==> config.mk <==
export PLATFORM = sky130hd
export DESIGN_NAME = i2c_cmd_sequencer
export DESIGN_NICKNAME = d
export VERILOG_FILES = /design/src/rtl/i2c_seq_pkg.sv /design/src/rtl/i2c_cond_detect.sv /design/src/rtl/i2c_cmd_sequencer.sv
export SDC_FILE = /design/constraint.sdc
export NUM_CORES = 1
export LEC_CHECK = 0
export BUFFER_PORTS_ARGS = -buffer_cell sky130_fd_sc_hd__buf_2
export CAP_MARGIN = 20
export CORE_MARGIN = 5
export CORE_UTILIZATION = 40
export CTS_BUF_LIST = sky130_fd_sc_hd__clkbuf_8
export DETAILED_ROUTE_END_ITERATION = 16
export HOLD_SLACK_MARGIN = 0.1
export PLACE_DENSITY_LB_ADDON = 0.25
export SYNTH_ARGS = -nofsm -noshare
export SYNTH_HDL_FRONTEND = slang
export SYNTH_HIERARCHICAL = 1
export SYNTH_SLANG_ARGS = --single-unit
==> constraint.sdc <==
create_clock -name clk -period 7.48 [get_ports clk]
set_input_delay 1.496 -clock clk [delete_from_list [all_inputs] [get_ports clk]]
set_output_delay 1.496 -clock clk [all_outputs]
set_load 0.02 [all_outputs]
==> src/rtl/i2c_seq_pkg.sv <==
// Shared types and default constants for the I2C command sequencer.
// Imported by the condition detector and the sequencer top.
package i2c_seq_pkg;

  localparam int unsigned DEF_DEPTH          = 4;
  localparam int unsigned DEF_START_PULSE    = 5;
  localparam int unsigned DEF_TIMEOUT_CYCLES = 50000;

  typedef enum logic [2:0] {
    ST_IDLE       = 3'd0,
    ST_LAUNCH     = 3'd1,
    ST_WAIT_START = 3'd2,
    ST_WAIT_STOP  = 3'd3,
    ST_RESP       = 3'd4
  } state_e;

  typedef struct packed {
    logic [6:0] dev_addr;
    logic [7:0] reg_addr;
    logic [7:0] wdata;
    logic       rw;
  } cmd_t;

endpackage

==> src/rtl/i2c_cond_detect.sv <==
// Two-flop synchronizer on the observed bus lines followed by START/STOP
// detection. Each detected condition is reported as a registered 1-cycle pulse.
module i2c_cond_detect
  import i2c_seq_pkg::*;
(
  input  logic clk,
  input  logic rst,
  input  logic scl_i,
  input  logic sda_i,
  output logic start_o,
  output logic stop_o
);

  logic [1:0] scl_sync_q, scl_sync_d;
  logic [1:0] sda_sync_q, sda_sync_d;
  logic       sda_prev_q, sda_prev_d;
  logic       start_q, start_d;
  logic       stop_q, stop_d;

  // START is an sda fall while scl is high; STOP is an sda rise while scl is high.
  always_comb begin
    scl_sync_d = {scl_sync_q[0], scl_i};
    sda_sync_d = {sda_sync_q[0], sda_i};
    sda_prev_d = sda_sync_q[1];
    start_d    = scl_sync_q[1] & sda_prev_q & ~sda_sync_q[1];
    stop_d     = scl_sync_q[1] & ~sda_prev_q & sda_sync_q[1];
  end

  // Sync flops reset to the idle-bus level so release from reset creates no event.
  always_ff @(posedge clk) begin
    if (rst) begin
      scl_sync_q <= 2'b11;
      sda_sync_q <= 2'b11;
      sda_prev_q <= 1'b1;
      start_q    <= 1'b0;
      stop_q     <= 1'b0;
    end else begin
      scl_sync_q <= scl_sync_d;
      sda_sync_q <= sda_sync_d;
      sda_prev_q <= sda_prev_d;
      start_q    <= start_d;
      stop_q     <= stop_d;
    end
  end

  assign start_o = start_q;
  assign stop_o  = stop_q;

endmodule

==> src/rtl/i2c_cmd_sequencer.sv <==
// Queues host I2C commands, launches them one at a time on an i2c_master and
// reports completion (or timeout) by watching START/STOP on the bus.
module i2c_cmd_sequencer
  import i2c_seq_pkg::*;
#(
  parameter int unsigned DEPTH          = DEF_DEPTH,
  parameter int unsigned START_PULSE    = DEF_START_PULSE,
  parameter int unsigned TIMEOUT_CYCLES = DEF_TIMEOUT_CYCLES
) (
  input  logic       clk,
  input  logic       rst,
  input  logic       cmd_valid,
  output logic       cmd_ready,
  input  logic [6:0] cmd_dev_addr,
  input  logic [7:0] cmd_reg_addr,
  input  logic [7:0] cmd_wdata,
  input  logic       cmd_rw,
  output logic [6:0] m_dev_addr,
  output logic [7:0] m_reg_addr,
  output logic [7:0] m_wdata,
  output logic       m_rw,
  output logic       m_start_tx,
  input  logic [7:0] m_rdata,
  input  logic       scl_i,
  input  logic       sda_i,
  output logic       rsp_valid,
  output logic [7:0] rsp_rdata,
  output logic       rsp_timeout,
  output logic       busy
);

  localparam int unsigned PTR_W = $clog2(DEPTH);
  localparam int unsigned CNT_W = PTR_W + 1;
  localparam int unsigned TMO_W = $clog2(TIMEOUT_CYCLES);
  localparam int unsigned PLS_W = $clog2(START_PULSE) + 1;
  localparam logic [CNT_W-1:0] DEPTH_C   = CNT_W'(DEPTH);
  localparam logic [TMO_W-1:0] TMO_LAST  = TMO_W'(TIMEOUT_CYCLES - 1);
  localparam logic [PLS_W-1:0] PLS_LAST  = PLS_W'(START_PULSE - 1);

  state_e             state_q, state_d;
  cmd_t               fifo_mem_q [DEPTH];
  logic [PTR_W-1:0]   wr_ptr_q, wr_ptr_d, rd_ptr_q, rd_ptr_d;
  logic [CNT_W-1:0]   count_q, count_d;
  cmd_t               m_cmd_q, m_cmd_d;
  logic [PLS_W-1:0]   pulse_cnt_q, pulse_cnt_d;
  logic [TMO_W-1:0]   tmo_cnt_q, tmo_cnt_d;
  logic               start_seen_q, start_seen_d;
  logic               m_start_tx_q, m_start_tx_d;
  logic               rsp_valid_q, rsp_valid_d;
  logic [7:0]         rsp_rdata_q, rsp_rdata_d;
  logic               rsp_timeout_q, rsp_timeout_d;
  logic               busy_q, busy_d;
  logic               cmd_ready_q, cmd_ready_d;
  logic               start_s, stop_s, push_s, pop_s, tmo_hit_s;
  cmd_t               cmd_in_s;

  i2c_cond_detect u_cond_detect (
    .clk     (clk),
    .rst     (rst),
    .scl_i   (scl_i),
    .sda_i   (sda_i),
    .start_o (start_s),
    .stop_o  (stop_s)
  );

  assign cmd_in_s = {cmd_dev_addr, cmd_reg_addr, cmd_wdata, cmd_rw};

  // FIFO bookkeeping; the push qualifier is the registered !full, so a same-cycle pop never frees a slot early.
  always_comb begin
    push_s   = cmd_valid & cmd_ready_q;
    pop_s    = (state_q == ST_IDLE) && (count_q != '0);
    wr_ptr_d = push_s ? (wr_ptr_q + PTR_W'(1)) : wr_ptr_q;
    rd_ptr_d = pop_s ? (rd_ptr_q + PTR_W'(1)) : rd_ptr_q;
    case ({push_s, pop_s})
      2'b10:   count_d = count_q + CNT_W'(1);
      2'b01:   count_d = count_q - CNT_W'(1);
      default: count_d = count_q;
    endcase
  end

  // Sequencer next-state and response capture.
  always_comb begin
    state_d       = state_q;
    m_cmd_d       = m_cmd_q;
    pulse_cnt_d   = pulse_cnt_q;
    tmo_cnt_d     = tmo_cnt_q;
    start_seen_d  = start_seen_q;
    rsp_rdata_d   = rsp_rdata_q;
    rsp_timeout_d = 1'b0;
    tmo_hit_s     = (tmo_cnt_q == TMO_LAST);
    case (state_q)
      ST_IDLE: begin
        if (pop_s) begin
          m_cmd_d      = fifo_mem_q[rd_ptr_q];
          pulse_cnt_d  = '0;
          tmo_cnt_d    = '0;
          start_seen_d = 1'b0;
          state_d      = ST_LAUNCH;
        end else begin
          state_d = ST_IDLE;
        end
      end
      ST_LAUNCH: begin
        start_seen_d = start_seen_q | start_s;
        if (tmo_hit_s) begin
          rsp_rdata_d   = 8'h00;
          rsp_timeout_d = 1'b1;
          state_d       = ST_RESP;
        end else if (pulse_cnt_q == PLS_LAST) begin
          tmo_cnt_d = tmo_cnt_q + TMO_W'(1);
          state_d   = ST_WAIT_START;
        end else begin
          tmo_cnt_d   = tmo_cnt_q + TMO_W'(1);
          pulse_cnt_d = pulse_cnt_q + PLS_W'(1);
        end
      end
      ST_WAIT_START: begin
        if (tmo_hit_s) begin
          rsp_rdata_d   = 8'h00;
          rsp_timeout_d = 1'b1;
          state_d       = ST_RESP;
        end else if (start_s || start_seen_q) begin
          tmo_cnt_d = tmo_cnt_q + TMO_W'(1);
          state_d   = ST_WAIT_STOP;
        end else begin
          tmo_cnt_d = tmo_cnt_q + TMO_W'(1);
        end
      end
      ST_WAIT_STOP: begin
        // A STOP in the same cycle as the timeout still completes normally.
        if (stop_s) begin
          rsp_rdata_d = m_cmd_q.rw ? m_rdata : 8'h00;
          state_d     = ST_RESP;
        end else if (tmo_hit_s) begin
          rsp_rdata_d   = 8'h00;
          rsp_timeout_d = 1'b1;
          state_d       = ST_RESP;
        end else begin
          tmo_cnt_d = tmo_cnt_q + TMO_W'(1);
        end
      end
      ST_RESP: begin
        state_d = ST_IDLE;
      end
      default: begin
        state_d = ST_IDLE;
      end
    endcase
  end

  // Outputs are registered from next-state values so they align with the state they describe.
  always_comb begin
    m_start_tx_d = (state_d == ST_LAUNCH);
    rsp_valid_d  = (state_d == ST_RESP);
    busy_d       = (count_d != '0) || (state_d != ST_IDLE);
    cmd_ready_d  = (count_d != DEPTH_C);
  end

  // Command storage; stale entries are harmless because the pointers reset.
  always_ff @(posedge clk) begin
    if (push_s) begin
      fifo_mem_q[wr_ptr_q] <= cmd_in_s;
    end
  end

  // State and output registers.
  always_ff @(posedge clk) begin
    if (rst) begin
      state_q       <= ST_IDLE;
      wr_ptr_q      <= '0;
      rd_ptr_q      <= '0;
      count_q       <= '0;
      m_cmd_q       <= '0;
      pulse_cnt_q   <= '0;
      tmo_cnt_q     <= '0;
      start_seen_q  <= 1'b0;
      m_start_tx_q  <= 1'b0;
      rsp_valid_q   <= 1'b0;
      rsp_rdata_q   <= 8'h00;
      rsp_timeout_q <= 1'b0;
      busy_q        <= 1'b0;
      cmd_ready_q   <= 1'b1;
    end else begin
      state_q       <= state_d;
      wr_ptr_q      <= wr_ptr_d;
      rd_ptr_q      <= rd_ptr_d;
      count_q       <= count_d;
      m_cmd_q       <= m_cmd_d;
      pulse_cnt_q   <= pulse_cnt_d;
      tmo_cnt_q     <= tmo_cnt_d;
      start_seen_q  <= start_seen_d;
      m_start_tx_q  <= m_start_tx_d;
      rsp_valid_q   <= rsp_valid_d;
      rsp_rdata_q   <= rsp_rdata_d;
      rsp_timeout_q <= rsp_timeout_d;
      busy_q        <= busy_d;
      cmd_ready_q   <= cmd_ready_d;
    end
  end

  assign cmd_ready   = cmd_ready_q;
  assign m_dev_addr  = m_cmd_q.dev_addr;
  assign m_reg_addr  = m_cmd_q.reg_addr;
  assign m_wdata     = m_cmd_q.wdata;
  assign m_rw        = m_cmd_q.rw;
  assign m_start_tx  = m_start_tx_q;
  assign rsp_valid   = rsp_valid_q;
  assign rsp_rdata   = rsp_rdata_q;
  assign rsp_timeout = rsp_timeout_q;
  assign busy        = busy_q;

endmodule

==> summary.txt, run 1 <==
Critical path
  – Reg2reg path depth: 10
  – Crit path depth: 10
  – Top delay family on crit path: simple AND/OR/NAND/NOR gates
  – Critical path cell sequence: nor3_1, or4_4, clkinv_2, ha_1, inv_1, fa_1, xor2_1, or3_1, a21oi_1, nand2_1
  – Critical Path Source Type: flip-flop
  – Delay of the slowest critical-path stage: 630 ps
  – Critical path fanouts, max: 33
  – Crit path DAT: 3650 ps
  – Buffers plus inverters on the worst setup path: 2
  – Worst path slowest cell: or4_4
  – Setup CP Type: reg -> reg
  – Worst Path Required: 7810 ps
  – Crit. End Element: flip-flop

Floorplanning
  – Die Span X: 140 um
  – I/O pin count: 74
  – Core ar.: 16600 sq um
  – Std-Cell Rows: 47
  – Die area: 19500 sq um
  – Die H: 140 um
  – Initial Utilization: 0.406

Finish
  – Non-filler cells, final: 778
  – ANT cells: 0
  – Share of cells above drive strength 1: 0.349
  – NumNets Final: 591
  – Layout area overhead: 14.7%

Global routing
  – First-pass GRT wire length: 20.8 mm
  – Largest net degree at the start of global routing: 51
  – GRT Overall Usage: 0.135
  – Overflow after GRT: 0
  – Vias in the first global route: 4012
  – Initial antenna violation count: 0

Synthesis
  – Post-synthesis cell count: 471
  – Post-synth EDFFs: 96
  – Avg Synthesized Cell Area: 14.3 sq um
  – Syn. warnings: 6
  – Post-synth top area share: 0.428
  – FF+latch count, synth: 171
  – Sequential fraction of the synthesis area: 0.651
  – Main area contributors after synthesis: edfxtp_1 (43%), dfxtp_1 (22%), mux4_2 (8.0%)
  – Top cells by count, synth: edfxtp_1 (96), dfxtp_1 (75), nand2_1 (39), nor2_1 (28), mux4_2 (24)
  – Synth area leader: edfxtp_1
  – Count leader, synth: edfxtp_1
  – Cell variety after synth: 55
  – Mapped Area: 6740 sq um
  – Async set-reset flop share out of synthesis: 0
  – Primary FF master, synth: edfxtp_1
  – Net count after synthesis: 517

STA
  – Slew Limit Fails: 0
  – Final Hold Viols: 0
  – Tightest Pin Transition: 943 ps
  – Final Cycle Share: 0.443
  – Hold Slack: 408 ps
  – Unrepaired setup endpoints after global routing: no
  – Sum Neg Setup Slack: 0 ps
  – Setup Skew: 9.41 ps
  – Fin worst setup slack: 4170 ps
  – Peak Freq: 0.302 GHz
  – Worst slew margin: 0.371
  – Final setup viols: 0
  – Period minus WS final: 3310 ps

Drt
  – Drt total wl: 12.9 mm
  – Vias per cell: 5.01
  – DRT iter0 DRCs: 303
  – Via count: 3894
  – Wire length per cell: 16.6 um
  – Initial DRT Pass Iterations: 6
  – Post-route DRC: 0
  – DRT antenna net count: 0

Clock tree
  – CTS tree: done
  – CTS resizes: 0
  – Clock sinks: 171
  – Clk buf depth: 2
  – Clock Pin Slew Worst Setup and Hold Paths: 90 ps
  – Root buf cell: clkbuf_8
  – Clock Latency Late Sink: 440 ps
  – CTS Buf Count: 17
  – Post-CTS Setup Inserts: 0
  – H-tree depth reported by CTS: 4
  – CTS hold repair buffers: 0

Status
  – Status: completed

Pwr
  – Max rail drop VDD: 0.000184 V
  – Power density over cell area: 346 nW/um^2
  – Static Leakage: 2.78 nW
  – Total power: 0.00267 W

Run
  – Maximum capacitance violations: 0

Placement
  – Placed Instances: 746
  – Routability-driven placement congestion ratio: 0.797
  – Pre-CTS WS: 4160 ps
  – Port Buffers: 73
  – Placed wire-length estimate: 8.36 mm

Worst hold path
  – Hold WC Path Type: reg -> reg
  – Hold Path Cell Cnt: 1
[power by group]
part | leakage, nW | switching, W | total, W | internal [W]
Combinational | 1.06 | 0.000451 | 0.000731 | 0.000280
Sequential | 1.49 | 0.000102 | 0.00123 | 0.00113
Clock | 0.218 | 0.000339 | 0.000709 | 0.000370
[metrics by stage]
| stage | utilization | instance area [sq um] |
|---|---|---|
| 5_1_grt | 0.466 | 7730 |
| 4_1_cts | 0.466 | 7730 |
| 6_report | 0.466 | 7730 |
| 3_5_place_dp | 0.439 | 7280 |
| 3_3_place_gp | 0.439 | 7280 |
| 2_1_floorplan | - | 6740 |
[area by class of cell]
type                    count  area (sq um)
clock buffers              17           234
inverters                  13          50.0
fillers                  1525          8850
repair buffers             79           410
clock inverters            15           210
multi-input cells         263          2160
flip-flops and latches    171          4390
well taps                 220           275
[routing by layer]
metal,up-vias,global-route usage,share of wire
met5,-,0,0
met4,0,0.0495,0.013
met3,13,0.0346,0.046
met2,87,0.224,0.50
met1,1924,0.172,0.45
li1,1870,-,-
[kinds of logic after synthesis]
group / synth area share
flip-flops: 0.651
AND/OR/NAND/NOR: 0.123
AO/OA/AOI/OAI: 0.0682
buffers and inverters: 0.0282
multiplexers: 0.0839
XOR/XNOR: 0.0286
adder cells (fa/ha/maj): 0.0178
[flip-flops by register name, indices dropped and copies added (netlist names), 3 cells and up]
| name | cells |
|---|---|
| fifo_mem_q | 96 |
| tmo_cnt_q | 16 |
| m_dev_addr | 7 |
| m_reg_addr | 8 |
| state_q | 3 |
| pulse_cnt_q | 4 |
| m_wdata | 8 |
| rsp_rdata | 8 |
| count_q | 3 |
[cells in the final DEF, fill, tap and decap left out, types with 7 or more instances in the layout]
| cell | synthesis | layout |
|---|---|---|
| nor2_1 | 28 | 28 |
| nand2_2 | 19 | 19 |
| edfxtp_1 | 96 | 96 |
| ha_1 | 8 | 8 |
| nor3_1 | 7 | 7 |
| mux4_2 | 24 | 24 |
| clkbuf_8 | 0 | 17 |
| and3_1 | 14 | 14 |
| nand3_1 | 7 | 7 |
| a21oi_2 | 20 | 20 |
| a22o_1 | 8 | 8 |
| inv_1 | 12 | 12 |
| a21oi_1 | 11 | 11 |
| xnor2_1 | 10 | 10 |
| nand2_1 | 39 | 39 |
| buf_2 | 10 | 73 |
| xor2_1 | 12 | 12 |
| dfxtp_1 | 75 | 74 |
[path summary, 6_finish.rpt]
path / from / slack, ps / endpoint
setup / recovery: count_q[0] / 4170 / cmd_ready
hold / removal: u_cond_detect/scl_sync_q[0] / 410 / u_cond_detect/scl_sync_q[1]
setup reg to reg: count_q[0] / 4170 / cmd_ready
hold reg to reg: u_cond_detect/scl_sync_q[0] / 410 / u_cond_detect/scl_sync_q[1]
[worst reg2reg max path: cells and delay by family, from the launching register on]
| kind | cells | cell delay, ps |
|---|---|---|
| AND/OR/NAND/NOR | 4 | 1120 |
| buffers and inverters | 2 | 610 |
| flip-flops | 1 | 460 |
| AO/OA/AOI/OAI | 1 | 170 |
| adder cells (fa/ha/maj) | 2 | 670 |
| XOR/XNOR | 1 | 170 |
Power figures use the tool's default switching activity.
==> run 2: changes to the inputs <==
==> constraint.sdc (replaced) <==
create_clock -name clk -period 3.15 [get_ports clk]
set_input_delay 0.63 -clock clk [delete_from_list [all_inputs] [get_ports clk]]
set_output_delay 0.63 -clock clk [all_outputs]
set_load 0.02 [all_outputs]
==> run 2 against run 1 <==
Maximum frequency grew 32%. Flip-flop and latch count is the same. Clock power grew 100%. Combinational power grew to 2.6 times the previous value. Core utilization shrank 0.17 points. First-iteration DRC count shrank 20%. Clock-buffer cell count grew 1. Highest routed layer is now met5.
==> summary.txt, run 2 (synthesis results as in run 1) <==
Finish
  – Layout area overhead: 14.3% (was 14.7%)
  – Top flop regs: fifo_mem_q: 96 flops, tmo_cnt_q: 16 flops (unchanged)
  – Largest Register: fifo_mem_q (unchanged)
  – Share of cells above drive strength 1: 0.348 (was 0.349)
  – ANT cells: 0 (unchanged)
  – Non-filler cells, final: 781 (was 778)
  – Max reg flops: 96 (unchanged)
  – NumNets Final: 594 (was 591)
  – Most common cell after layout, fill and taps aside: edfxtp_1 (unchanged)
  – Most frequent cells in the layout: edfxtp_1 (96), dfxtp_1 (74), buf_2 (73) (unchanged)

Clock tree
  – Post-CTS Setup Inserts: 0 (unchanged)
  – CTS tree: done (unchanged)
  – CTS Buf Count: 17 (unchanged)
  – Root buf cell: clkbuf_8 (unchanged)
  – CTS resizes: 0 (unchanged)
  – H-tree depth reported by CTS: 4 (unchanged)
  – CTS hold repair buffers: 0 (unchanged)
  – Clock sinks: 171 (unchanged)
  – Clock Pin Slew Worst Setup and Hold Paths: 90 ps (about the same)
  – Clk buf depth: 2 (unchanged)
  – Clock Latency Late Sink: 450 ps (was 440 ps)

Floorplanning
  – Die H: 140 um (unchanged)
  – Core ar.: 16600 sq um (unchanged)
  – Std-Cell Rows: 47 (unchanged)
  – Die area: 19500 sq um (unchanged)
  – I/O pin count: 74 (unchanged)
  – Die Span X: 140 um (unchanged)
  – Initial Utilization: 0.406 (unchanged)

Drt
  – Met3 wire len: 677 um (was 597 um)
  – Vias per cell: 5.05 (was 5.01)
  – Initial DRT Pass Iterations: 4 (was 6)
  – Max layer used: met5 (was met4)
  – Wire length on met1: 5.71 mm (was 5.74 mm)
  – DRT antenna net count: 0 (unchanged)
  – DRT iter0 DRCs: 243 (was 303)
  – DR WL met2: 6.47 mm (was 6.40 mm)
  – Via count: 3941 (was 3894)
  – Drt total wl: 13.0 mm (was 12.9 mm)
  – Post-route DRC: 0 (unchanged)
  – Wire length per cell: 16.6 um (about the same)

STA
  – Sum Neg Setup Slack: 0 ps (unchanged)
  – Peak Freq: 0.398 GHz (was 0.302 GHz)
  – Final Cycle Share: 0.798 (was 0.443)
  – Unrepaired setup endpoints after global routing: no (unchanged)
  – Slew Limit Fails: 0 (unchanged)
  – Period minus WS final: 2510 ps (was 3310 ps)
  – Setup Skew: 11.1 ps (was 9.41 ps)
  – Final Hold Viols: 0 (unchanged)
  – Final setup viols: 0 (unchanged)
  – Worst slew margin: 0.534 (was 0.371)
  – Tightest Pin Transition: 699 ps (was 943 ps)

Placement
  – Placed Instances: 749 (was 746)
  – Placed wire-length estimate: 8.39 mm (was 8.36 mm)
  – Routability-driven placement congestion ratio: 0.752 (was 0.797)
  – Port Buffers: 73 (unchanged)

Status
  – Status: completed (unchanged)

Critical path
  – Critical Path Source Type: flip-flop (unchanged)
  – Crit. End Element: flip-flop (unchanged)
  – FF-to-FF End: cmd_ready (unchanged)
  – Reg2reg path depth: 10 (unchanged)
  – Critical path fanouts, max: 7 (was 33)
  – Setup CP Type: reg -> reg (unchanged)
  – Crit path DAT: 2860 ps (was 3650 ps)
  – Worst Path Required: 3490 ps (was 7810 ps)
  – Reg2reg setup slack: 640 ps (was 4170 ps)
  – CP startpoint: count_q[0] (unchanged)
  – Reg2reg start: count_q[0] (unchanged)
  – CP Capture Point: cmd_ready (unchanged)

Run
  – Maximum capacitance violations: 0 (unchanged)

Global routing
  – Initial antenna violation count: 1 (was 0)
  – Largest net degree at the start of global routing: 50 (was 51)
  – GRT Overall Usage: 0.138 (was 0.135)
  – Overflow after GRT: 0 (unchanged)
  – Vias in the first global route: 4058 (was 4012)
  – First-pass GRT wire length: 21.1 mm (was 20.8 mm)

Pwr
  – Max rail drop VDD: 0.000535 V (was 0.000184 V)
  – Static Leakage: 2.77 nW (was 2.78 nW)
  – Power density over cell area: 801 nW/um^2 (was 346 nW/um^2)

Worst hold path
  – Hold Path Cell Cnt: 2 (was 1)
  – Hold WC Path Type: in -> reg (was reg -> reg)
==> run 2: worst min path at each step <==
stage / end / slack (ps) / from
2_1_floorplan: u_cond_detect/scl_sync_q[1] / 380 / u_cond_detect/scl_sync_q[0]
3_3_place_gp: u_cond_detect/scl_sync_q[1] / 400 / u_cond_detect/scl_sync_q[0]
3_5_place_dp: u_cond_detect/sda_sync_q[1] / 400 / u_cond_detect/sda_sync_q[0]
4_1_cts: u_cond_detect/scl_sync_q[0] / 340 / scl_i
5_1_grt: u_cond_detect/sda_sync_q[0] / 320 / sda_i
6_report: u_cond_detect/sda_sync_q[0] / 360 / sda_i
==> run 2: layout make-up <==
class,instances,area (sq um)
clock buffer,18,248
inverter,13,50.0
tap,220,275
clock inverter,14,120
fill,1510,8880
multi-input combinational,263,2160
sequential,171,4390
timing repair buffer,82,458
==> run 2: worst max-delay path: stages, from the launching register on <==
cell and delay (ps):
dfxtp_1 450, nor3_1 100, or4_4 430, clkinv_2 70
ha_1 170, inv_1 70, fa_1 370, xor2_1 180
or3_1 320, a21oi_1 190, nand2_1 70
==> run 2: metal layers <==
metal / vias up / track usage
met5: - / 0
met4: 2 / 0.0403
met3: 13 / 0.0473
met2: 93 / 0.231
met1: 1947 / 0.170
li1: 1886 / -
==> run 2: metrics by stage <==
stage | setup slack (ps) | cell area [sq um] | utilization | total power (W) | hold slack (ps)
after floorplan | 443 | 6740 | - | 0.00431 | 383
after detailed placement | 643 | 7330 | 0.442 | 0.00482 | 399
final | 636 | 7700 | 0.464 | 0.00617 | 363
after CTS | 633 | 7700 | 0.464 | 0.00626 | 340
after global placement | 739 | 7330 | 0.442 | 0.00477 | 403
after global routing | 449 | 7700 | 0.464 | 0.00655 | 323
==> run 2: power by group <==
group	internal [W]	total, W	switching (W)	leakage [nW]
sequential	0.00269	0.00284	0.000152	1.49
combinational	0.000698	0.00189	0.00119	1.08
clock	0.000650	0.00144	0.000788	0.193
total	0.00404	0.00617	0.00213	2.77
==> run 3: changes to the inputs <==
==> constraint.sdc (replaced) <==
create_clock -name clk -period 2.29 [get_ports clk]
set_input_delay 0.458 -clock clk [delete_from_list [all_inputs] [get_ports clk]]
set_output_delay 0.458 -clock clk [all_outputs]
set_load 0.02 [all_outputs]
==> run 3 against run 2 <==
Cell count rose by 1.4%. Non-clock buffer count up 11. Setup slack worse by 610 ps. Clock-buffer cell count down 1. Cell area is 2.6% higher. Critical path depth shrank 1. Via count is 1.3% higher. Clock power is 61% higher. Flip-flop and latch count stayed put. Wire length up 2.1%. Highest routed layer unchanged.
==> summary.txt, run 3 (synthesis results as in run 1) <==
Critical path
  – Crit path DAT: 2610 ps (was 2860 ps)
  – Setup CP Type: reg -> reg (unchanged)
  – Reg2reg path depth: 9 (was 10)
  – FF-to-FF End: cmd_ready (unchanged)
  – Worst Path Required: 2640 ps (was 3490 ps)
  – CP startpoint: state_q[2] (was count_q[0])
  – Worst path slowest cell: or4_4 (was dfxtp_1)
  – Critical path fanouts, max: 3 (was 7)
  – Reg2reg start: state_q[2] (was count_q[0])
  – Delay of the slowest critical-path stage: 550 ps (was 450 ps)
  – Reg2reg setup slack: 20 ps (was 640 ps)
  – Critical Path Source Type: flip-flop (unchanged)
  – Crit. End Element: flip-flop (unchanged)
  – Critical path cell sequence: or4_4, clkinv_4, ha_4, inv_2, fa_2, xor2_2, or3_1, a21oi_2, nand2_1 (was nor3_1, or4_4, clkinv_2, ha_1, inv_1, fa_1, xor2_1, or3_1, a21oi_1, nand2_1)

Finish
  – Top flop regs: fifo_mem_q: 96 flops, tmo_cnt_q: 16 flops (unchanged)
  – Fill count: 1464 (was 1510)
  – Most common cell after layout, fill and taps aside: edfxtp_1 (unchanged)
  – Largest Register: fifo_mem_q (unchanged)
  – Non-filler cells, final: 792 (was 781)
  – Max reg flops: 96 (unchanged)
  – ANT cells: 0 (unchanged)
  – Most frequent cells in the layout: edfxtp_1 (96), dfxtp_1 (73), buf_2 (73) (was edfxtp_1 (96), dfxtp_1 (74), buf_2 (73))
  – Layout area overhead: 17.3% (was 14.3%)
  – Post-layout util: 0.476 (was 0.464)
  – Share of cells above drive strength 1: 0.378 (was 0.348)
  – NumNets Final: 605 (was 594)

Clock tree
  – Clock sinks: 171 (unchanged)
  – Clk buf depth: 2 (unchanged)
  – Clock Pin Slew Worst Setup and Hold Paths: 90 ps (about the same)
  – Root buf cell: clkbuf_8 (unchanged)
  – CTS hold repair buffers: 0 (unchanged)
  – CTS Buf Count: 17 (unchanged)
  – CTS tree: done (unchanged)
  – Clock Latency Late Sink: 450 ps (about the same)
  – H-tree depth reported by CTS: 4 (unchanged)

Floorplanning
  – Core ar.: 16600 sq um (unchanged)
  – Die area: 19500 sq um (unchanged)
  – Die H: 140 um (unchanged)
  – Die Span X: 140 um (unchanged)
  – I/O pin count: 74 (unchanged)
  – Initial Utilization: 0.406 (unchanged)
  – Std-Cell Rows: 47 (unchanged)

Drt
  – Vias per cell: 5.04 (was 5.05)
  – Via count: 3991 (was 3941)
  – DRT antenna net count: 0 (unchanged)
  – Wire length per cell: 16.7 um (was 16.6 um)
  – Initial DRT Pass Iterations: 4 (unchanged)
  – Post-route DRC: 0 (unchanged)
  – DRT iter0 DRCs: 198 (was 243)
  – Drt total wl: 13.3 mm (was 13.0 mm)

Global routing
  – Initial antenna violation count: 2 (was 1)
  – M2 GR Usage: 0.229 (was 0.231)
  – Met1 Resource Use GR: 0.178 (was 0.170)
  – GRT Overall Usage: 0.140 (was 0.138)
  – Gr busiest metal: met2 (unchanged)
  – Overflow after GRT: 0 (unchanged)
  – Vias in the first global route: 4068 (was 4058)
  – First-pass GRT wire length: 21.4 mm (was 21.1 mm)
  – M3 GR Usage: 0.0439 (was 0.0473)
  – Largest net degree at the start of global routing: 50 (unchanged)

Pwr
  – Max rail drop VDD: 0.000675 V (was 0.000535 V)
  – Static Leakage: 2.85 nW (was 2.77 nW)
  – Switching share of power: 0.334 (was 0.346)
  – Clk pwr share: 0.257 (was 0.233)
  – Power share of the combinational group: 0.310 (was 0.306)
  – Total power: 0.00904 W (was 0.00617 W)
  – Power density over cell area: 1140 nW/um^2 (was 801 nW/um^2)
  – Int Pwr: 0.00602 W (was 0.00404 W)
  – Reg power frac: 0.433 (was 0.461)
  – P_sw: 0.00302 W (was 0.00213 W)

Placement
  – Routability-driven placement congestion ratio: 0.777 (was 0.752)
  – Placed Instances: 759 (was 749)
  – Placed wire-length estimate: 8.58 mm (was 8.39 mm)
  – Port Buffers: 73 (unchanged)

Worst hold path
  – Hold Path Origin: sda_i (unchanged)
  – Hold WC Path Type: in -> reg (unchanged)
  – Hold EP: u_cond_detect/sda_sync_q[0] (unchanged)
  – Hold Path Cell Cnt: 2 (unchanged)

STA
  – Slew Limit Fails: 0 (unchanged)
  – Final Hold Viols: 0 (unchanged)
  – Worst slew margin: 0.537 (was 0.534)
  – Unrepaired setup endpoints after global routing: yes (was no)
  – Setup Skew: 12.8 ps (was 11.1 ps)
  – Tightest Pin Transition: 695 ps (was 699 ps)
  – Final Cycle Share: 0.990 (was 0.798)
  – Final setup viols: 0 (unchanged)
  – Hold Slack: 194 ps (was 363 ps)
  – Period minus WS final: 2270 ps (was 2510 ps)
  – Peak Freq: 0.441 GHz (was 0.398 GHz)

Status
  – Status: completed (unchanged)

Run
  – Maximum capacitance violations: 0 (unchanged)
run 3: changes by cell type in the layout (fill, tap and decap cells not counted), sizes merged:
| cell | change |
|---|---|
| buf | +11 |
| bufinv | +3 |
| inv | -3 |
| clkinvlp | +2 |
| clkbuf | -1 |
| clkinv | -1 |
run 3: per-stage QoR:
stage               instance area, sq um  setup WS, ps  TNS (ps)
floorplan                           6780          -275      -680
global placement                    7440          98.2         0
detailed placement                  7440          30.3         0
CTS                                 7890          19.0         0
global route                        7900         -56.8     -74.6
finish                              7900          23.5         0
run 3: worst max-delay path: cells and delay by family, from the launching register on:
| kind | cells | cell delay [ps] |
|---|---|---|
| AO/OA/AOI/OAI | 1 | 150 |
| XOR/XNOR | 1 | 170 |
| adder cells (fa/ha/maj) | 2 | 460 |
| buffers and inverters | 2 | 100 |
| flip-flops | 1 | 330 |
| AND/OR/NAND/NOR | 3 | 940 |
run 3: worst max path at each step:
stage	end	slack, ps	depth (start not counted)
6_report	cmd_ready	20	9
5_1_grt	cmd_ready	-60	9
4_1_cts	cmd_ready	20	9
3_5_place_dp	cmd_ready	30	9
3_3_place_gp	cmd_ready	100	9
2_1_floorplan	cmd_ready	-280	12
run 3: final cells by class:
class / count / area, sq um / share of cell area
clock inverter: 15 / 214 / 0.0271
inverter: 13 / 53.8 / 0.00681
sequential: 171 / 4390 / 0.555
tap: 220 / 275 / 0.0348
timing repair buffer: 93 / 541 / 0.0684
multi-input combinational: 263 / 2200 / 0.278
clock buffer: 17 / 234 / 0.0296
run 3: routing by layer:
metal | share of wire | up-vias
met4 | 0.010 | 4
met1 | 0.44 | 1965
met5 | 0.0011 | -
met2 | 0.50 | 95
li1 | - | 1912
met3 | 0.053 | 15
run 3: power by group through the flow:
stage	Sequential, W	Clock (W)	Combinational [W]
5_1_grt	0.00397	0.00254	0.00307
2_1_floorplan	0.00415	0	0.00188
4_1_cts	0.00391	0.00239	0.00285
3_3_place_gp	0.00397	0	0.00279
3_5_place_dp	0.00398	0	0.00284
6_report	0.00391	0.00232	0.00280
run 3: timing repair:
item	CTS	global route
buffers inserted	0	1
resized for setup	0	2
endpoints found under the hold margin	0	0
setup endpoints to repair	0	2
